File: src/rtl/fetch_sequencer.sv
// rtl/fetch_sequencer.sv - two-phase instruction fetch sequencer with optional return stack
//
// Purpose: alternates fetch and execute phases over a combinational program
// memory. The fetch edge latches the opcode/operand byte and advances pc. The
// execute edge applies one of ret > call > load_pc > inc_pc, where the jump
// target is {operand, rom_data}.
//
// Optional feature macro: RETURN_STACK_EN
//   defined   - return stack with push/pop plus sticky overflow/underflow flags
//   undefined - no stack storage; call acts as load_pc; ret is a no-op that
//               still outranks the lower-priority actions; sp and flags read 0
//
// Ports:
//   clk        in   rising-edge clock
//   reset      in   asynchronous active-low reset
//   stall      in   freeze every state element this cycle
//   inc_pc     in   execute: skip operand byte
//   load_pc    in   execute: jump to target
//   call       in   execute: push return address, jump to target
//   ret        in   execute: pop return address
//   rom_data   in   byte at address pc
//   pc         out  program counter
//   phase      out  0 = fetch, 1 = execute
//   instr      out  latched opcode (upper bits of fetched byte)
//   operand    out  latched operand (lower bits of fetched byte)
//   sp         out  return-stack occupancy
//   stack_ovf  out  sticky call-on-full flag
//   stack_unf  out  sticky ret-on-empty flag

module fetch_sequencer #(
  parameter int ADDR_W      = 12,
  parameter int DATA_W      = 8,
  parameter int OPC_W       = 4,
  parameter int STACK_DEPTH = 4,
  localparam int OPW        = DATA_W - OPC_W,
  localparam int SP_W       = $clog2(STACK_DEPTH + 1)
) (
  input  logic              clk,
  input  logic              reset,
  input  logic              stall,
  input  logic              inc_pc,
  input  logic              load_pc,
  input  logic              call,
  input  logic              ret,
  input  logic [DATA_W-1:0] rom_data,
  output logic [ADDR_W-1:0] pc,
  output logic              phase,
  output logic [OPC_W-1:0]  instr,
  output logic [OPW-1:0]    operand,
  output logic [SP_W-1:0]   sp,
  output logic              stack_ovf,
  output logic              stack_unf
);

  // The jump target concatenates the operand nibble with a full byte, so the
  // address width is tied to the data and opcode widths.
  generate
    if (ADDR_W != 2 * DATA_W - OPC_W) begin : g_bad_addr_w
      $error("fetch_sequencer: ADDR_W must equal 2*DATA_W - OPC_W");
    end
    if (STACK_DEPTH < 1) begin : g_bad_depth
      $error("fetch_sequencer: STACK_DEPTH must be at least 1");
    end
  endgenerate

  logic              phase_q, phase_d;
  logic [ADDR_W-1:0] pc_q, pc_d;
  logic [OPC_W-1:0]  instr_q, instr_d;
  logic [OPW-1:0]    operand_q, operand_d;
  logic [ADDR_W-1:0] pc_inc;
  logic [ADDR_W-1:0] target;

  assign pc_inc = pc_q + ADDR_W'(1);
  assign target = {operand_q, rom_data};

`ifdef RETURN_STACK_EN
  logic [SP_W-1:0]   sp_q, sp_d, sp_dec;
  logic [ADDR_W-1:0] stack_q [STACK_DEPTH];
  logic [ADDR_W-1:0] stack_top;
  logic              push;
  logic              ovf_q, ovf_d;
  logic              unf_q, unf_d;

  assign sp_dec = sp_q - SP_W'(1);

  // Entry below the current occupancy; only consumed when sp_q is non-zero.
  always_comb begin
    stack_top = '0;
    for (int i = 0; i < STACK_DEPTH; i++) begin
      if (sp_dec == SP_W'(i)) stack_top = stack_q[i];
    end
  end
`endif

  // State register
  always_ff @(posedge clk or negedge reset) begin
    if (!reset) begin
      phase_q   <= 1'b0;
      pc_q      <= '0;
      instr_q   <= '0;
      operand_q <= '0;
`ifdef RETURN_STACK_EN
      sp_q      <= '0;
      ovf_q     <= 1'b0;
      unf_q     <= 1'b0;
      for (int i = 0; i < STACK_DEPTH; i++) stack_q[i] <= '0;
`endif
    end else begin
      phase_q   <= phase_d;
      pc_q      <= pc_d;
      instr_q   <= instr_d;
      operand_q <= operand_d;
`ifdef RETURN_STACK_EN
      sp_q      <= sp_d;
      ovf_q     <= ovf_d;
      unf_q     <= unf_d;
      for (int i = 0; i < STACK_DEPTH; i++) begin
        if (push && sp_q == SP_W'(i)) stack_q[i] <= pc_inc;
      end
`endif
    end
  end

  // Next-state logic. Everything defaults to hold, which is also the stall
  // behaviour: a stalled execute edge simply re-evaluates its inputs later.
  always_comb begin
    phase_d   = phase_q;
    pc_d      = pc_q;
    instr_d   = instr_q;
    operand_d = operand_q;
`ifdef RETURN_STACK_EN
    sp_d      = sp_q;
    ovf_d     = ovf_q;
    unf_d     = unf_q;
    push      = 1'b0;
`endif
    if (!stall) begin
      phase_d = ~phase_q;
      if (!phase_q) begin
        instr_d   = rom_data[DATA_W-1:OPW];
        operand_d = rom_data[OPW-1:0];
        pc_d      = pc_inc;
      end else if (ret) begin
`ifdef RETURN_STACK_EN
        if (sp_q != '0) begin
          pc_d = stack_top;
          sp_d = sp_dec;
        end else begin
          unf_d = 1'b1;
        end
`endif
      end else if (call) begin
        pc_d = target;
`ifdef RETURN_STACK_EN
        if (sp_q < SP_W'(STACK_DEPTH)) begin
          push = 1'b1;
          sp_d = sp_q + SP_W'(1);
        end else begin
          ovf_d = 1'b1;
        end
`endif
      end else if (load_pc) begin
        pc_d = target;
      end else if (inc_pc) begin
        pc_d = pc_inc;
      end
    end
  end

  // Outputs
  always_comb begin
    pc      = pc_q;
    phase   = phase_q;
    instr   = instr_q;
    operand = operand_q;
`ifdef RETURN_STACK_EN
    sp        = sp_q;
    stack_ovf = ovf_q;
    stack_unf = unf_q;
`else
    sp        = '0;
    stack_ovf = 1'b0;
    stack_unf = 1'b0;
`endif
  end

endmodule
File: config.mk
export PLATFORM = sky130hd
export DESIGN_NAME = fetch_sequencer
export DESIGN_NICKNAME = d
export VERILOG_FILES = /design/src/rtl/fetch_sequencer.sv
export SDC_FILE = /design/constraint.sdc
export NUM_CORES = 1
export LEC_CHECK = 0
export CORE_MARGIN = 2
export CORE_UTILIZATION = 44
export CTS_CLUSTER_DIAMETER = 150
export DETAILED_ROUTE_END_ITERATION = 16
export HOLD_SLACK_MARGIN = 0.1
export PLACE_DENSITY = 0.79
export SYNTH_ARGS = -nofsm -noshare
export SYNTH_HDL_FRONTEND = slang
export SYNTH_SLANG_ARGS = --single-unit
File: constraint.sdc
create_clock -name clk -period 2.15 [get_ports clk]
set_clock_uncertainty 0.15 [all_clocks]
set_input_delay 0.43 -clock clk [delete_from_list [all_inputs] [get_ports clk]]
set_output_delay 0.43 -clock clk [all_outputs]
set_load 0.02 [all_outputs]
* Word-level counts from Yosys, hierarchy flattened *
Index checks and enable logic that the tools add are counted.

storage, ports and cells
  register bits after elaboration = 21
  bits in latches = 0
  memory bits (writable) = 0
  memory bits (read-only) = 0
  input bits = 15
  word-level logic and storage cells = 16
  memories kept = 0

operators by class
  add/subtract/negate cells = 1
  $mul = 0
  divide/modulo/power cells = 0
  order comparisons = 0
  eq/ne operators = 2
  shift operators = 0
  muxes and demuxes = 5
  bitwise gates (word level) = 2
  reductions and logical operators = 2

operators by type and width
  kind                                            number
  2-to-1 mux 12 bit                               5
  adder 12 x 1 -> 12 bit (second input constant)  1
  != test 4 bit (second input constant)           1
  AND reduction 3 bit                             1
  != test 2 bit (second input constant)           1
  NOT 1 bit                                       2
  AND reduction 2 bit                             1

* Depth between registers and ports, before layout *
  word-level depth = 6
  gate-level depth with buffers = 6

* Least setup slack after synthesis *
Ideal clock, no wire load.

  kind = flip-flop to flip-flop
  start point = register pc_q[0] (netlist: pc[0])
  end point = register pc_q[8] (netlist: pc[8])
  setup time = 0.122 ns
  data arrival time = 1.494 ns
  data required time = 1.878 ns
  path slack = 0.384 ns
  cell stages (with the launch flop) = 6
  cell sequence = dfrtp_1 ha_1 nand3_1 or4_1 o21ai_1 a2bb2oi_1

on the way
  longest elaborated chain between the ends = 6

RTL lines
  item                      RTL line  source
  start, declared           67        logic [ADDR_W-1:0] pc_q, pc_d;
  start signal, assigned    110       pc_q <= pc_d;
  adder 12 x 1 -> 12 bit *  73        assign pc_inc = pc_q + ADDR_W'(1);
  2-to-1 mux 12 bit         164       end else if (inc_pc) begin
  2-to-1 mux 12 bit         162       end else if (load_pc) begin
  2-to-1 mux 12 bit         152       end else if (call) begin
  2-to-1 mux 12 bit         143       end else if (ret) begin
  2-to-1 mux 12 bit *       139       if (!phase_q) begin

Every way passes the cells marked *; elsewhere a longest branch is shown, timed or not. The select of a mux whose other input is x is not followed.
A chain may end at the register's enable or synchronous reset.

* Worst setup path in the final report *
  start point = register phase_q (netlist: phase)
  end point = output port phase

RTL lines
  item                    RTL line  source
  start, declared         66        logic phase_q, phase_d;
  start signal, assigned  109       phase_q <= phase_d;
  end, declared           47        output logic phase,

No word-level cell between the ends.

==> run metrics <==
status=finished clean; Worst-Margin Slew=0.682 ns; CTS max path bufs=2; drt total wl=2700 um; mapped cell area=1150 um2; IO Count=41; Port Buffer Count=35; Synth async-reset ratio=1.00; number of synthesized flops with an enable pin=0; Final Util=0.632; P&R area growth vs syn=35.7%; H-tree Lvls=1; core area=2480 um2; ratio of cells with drive above 1 in the final layout=0.157; Num CTS Buffers=3; Seq cells post-synth=21; gr usage total=0.190; First-pass DRT Iterations=4; Hold Path Class=input port to asynchronous set/reset pin; Crit Path Category=flop to output port; RSZ-0062 raised after global routing=false; largest net degree at the start of global routing=28; Avg Cell Area, Syn=10.1 um2; max-slew violations=0; Rows=18; GRT overflow=0; # setup viols final=0; vias in the first global route=1071; CP Launch Type=flop; biggest area consumer among synthesized cells=dfrtp_1; CP max-delay cell=clkdlybuf4s50_1; maxcap violations=0; DR iter-0 viols=30; final period utilization=0.934; slowest stage delay, CP=0.64 ns; TritonCTS clock tree=built; worst path cell trace=clkdlybuf4s50_1; area of the die=3050 um2; predominant post-synthesis flop cell=dfrtp_1; clk sinks=21; Clock Tree Root=clkbuf_4; Die W=55.2 um; HPWL Detailed=2080 um; critical path required time=1.57 ns; Hold Buf Count CTS=0; LEAKAGE=0.000629 uW; WP buf/inv=1; fmax=498 MHz; chip height=55.2 um; total negative setup slack=0 ns; Antenna Cells=0; count of warnings emitted by yosys=0; NumNets Final=170; hold_ws=0.286 ns; Synth top area share=0.456; initial core utilization=0.466; via count=1052; Via density=5.75; power density cells=1540 nW/um2; DRC errors left=0; Clock Latency Late Sink=0.31 ns; CTS clk-pin slew, worst paths=0.13 ns; Seq/Total Area, Yosys=0.456; Routed Antenna Nets=0; Fin. Hold Viols=0; Final Critical Period=2.01 ns; ranking of synthesized cells by area=dfrtp_1, mux2_2, a21oi_1; cells after synthesis=114; drt wl/cell=14.7 um; Crit path arrival time=1.43 ns; worst vdd ir=902 uV; crit end category=output port; Yosys cell types=34; initial antenna violation count=0; first-pass GRT wire length=4710 um; critical path peak fanout=8; Relative slew margins=0.544; Top delay family on crit path=buffers and inverters; routability congestion estimate=0.860
[what timing repair did]
action                                  CTS  global route
setup buffers                             0             0
resized for setup                         0             1
endpoints found under the setup margin    0             1
[placed cells by master (no fill, tap or decap), drive strengths merged, types with 2 or more instances in the layout]
cell type	n
a21oi	17
o21ai	9
clkbuf	3
nand2	7
conb	5
nand3	7
o22ai	3
mux2	8
a31o	2
buf	5
clkdlybuf4s50	35
a31oi	2
a2bb2oi	2
nand2b	2
o21a	2
and3	3
dfrtp	21
nor2	6
[layout make-up]
cell class,count,area (um2)
clock buffer,3,22.5
clock inverter,1,7.51
fill,206,912
inverter,1,3.75
multi-input combinational,87,567
sequential,21,527
tap,30,37.5
timing repair buffer,40,400
[Yosys cell counts, types with 2 or more instances]
| master | number |
|---|---|
| and3_1 | 3 |
| a2bb2oi_1 | 2 |
| a21oi_1 | 17 |
| mux2_2 | 8 |
| dfrtp_1 | 21 |
| buf_6 | 2 |
| a31oi_1 | 2 |
| nor2_1 | 5 |
| nand2_1 | 7 |
| o21a_1 | 2 |
| o21ai_0 | 7 |
| a31o_2 | 2 |
| nand3_1 | 7 |
| buf_4 | 6 |
| nand2b_1 | 2 |
| o22ai_1 | 3 |
[through the flow]
| stage | setup slack (ns) | std cells | cell area, um2 | total power (uW) |
|---|---|---|---|---|
| after floorplan | 0.384 | 118 | 1170 | 1610 |
| after global placement | -0.0136 | 179 | 1530 | 2160 |
| after detailed placement | -0.129 | 179 | 1530 | 2210 |
| after CTS | 0.0128 | 183 | 1560 | 2420 |
| after global routing | 0.0712 | 183 | 1570 | 2580 |
| final | 0.141 | 183 | 1570 | 2410 |
[per-layer routing]
| layer | GRT usage | part of all wire |
|---|---|---|
| met2 | 0.318 | 0.52 |
| met3 | 0.0375 | 0.069 |
| met4 | 0.0697 | 0.011 |
| met1 | 0.244 | 0.40 |
| met5 | 0 | 0 |
[flip-flops by register name (all words and copies together) (netlist names)]
register	count
operand	4
instr	4
pc	12
phase	1
[report_power, final]
group / switching (uW) / leakage [uW] / internal (uW)
Combinational: 699 / 0.000377 / 695
Clock: 129 / 0.0000139 / 70.8
Sequential: 222 / 0.000238 / 594
[cells by family after synthesis]
kind of cell,Yosys count,share of synthesized area
compound gates,41,0.226
simple gates,30,0.144
flops,21,0.456
buf+inv,10,0.0661
mux,9,0.0868
fa+ha+maj,1,0.0108
other cells,1,0.00325
xor+xnor,1,0.00759
[worst paths after layout]
check	startpoint	to	slack (ns)	depth (start not counted)
worst max-delay path	phase	phase	0.14	1
worst min-delay path	reset	pc[3]	0.29	2
worst max register to register	pc[0]	pc[8]	0.28	5
worst min register to register	instr[0]	instr[0]	0.37	1
max in group asynchronous	reset	phase	1.31	2
min in group clk	instr[0]	instr[0]	0.37	1
Power figures use the tool's default switching activity.
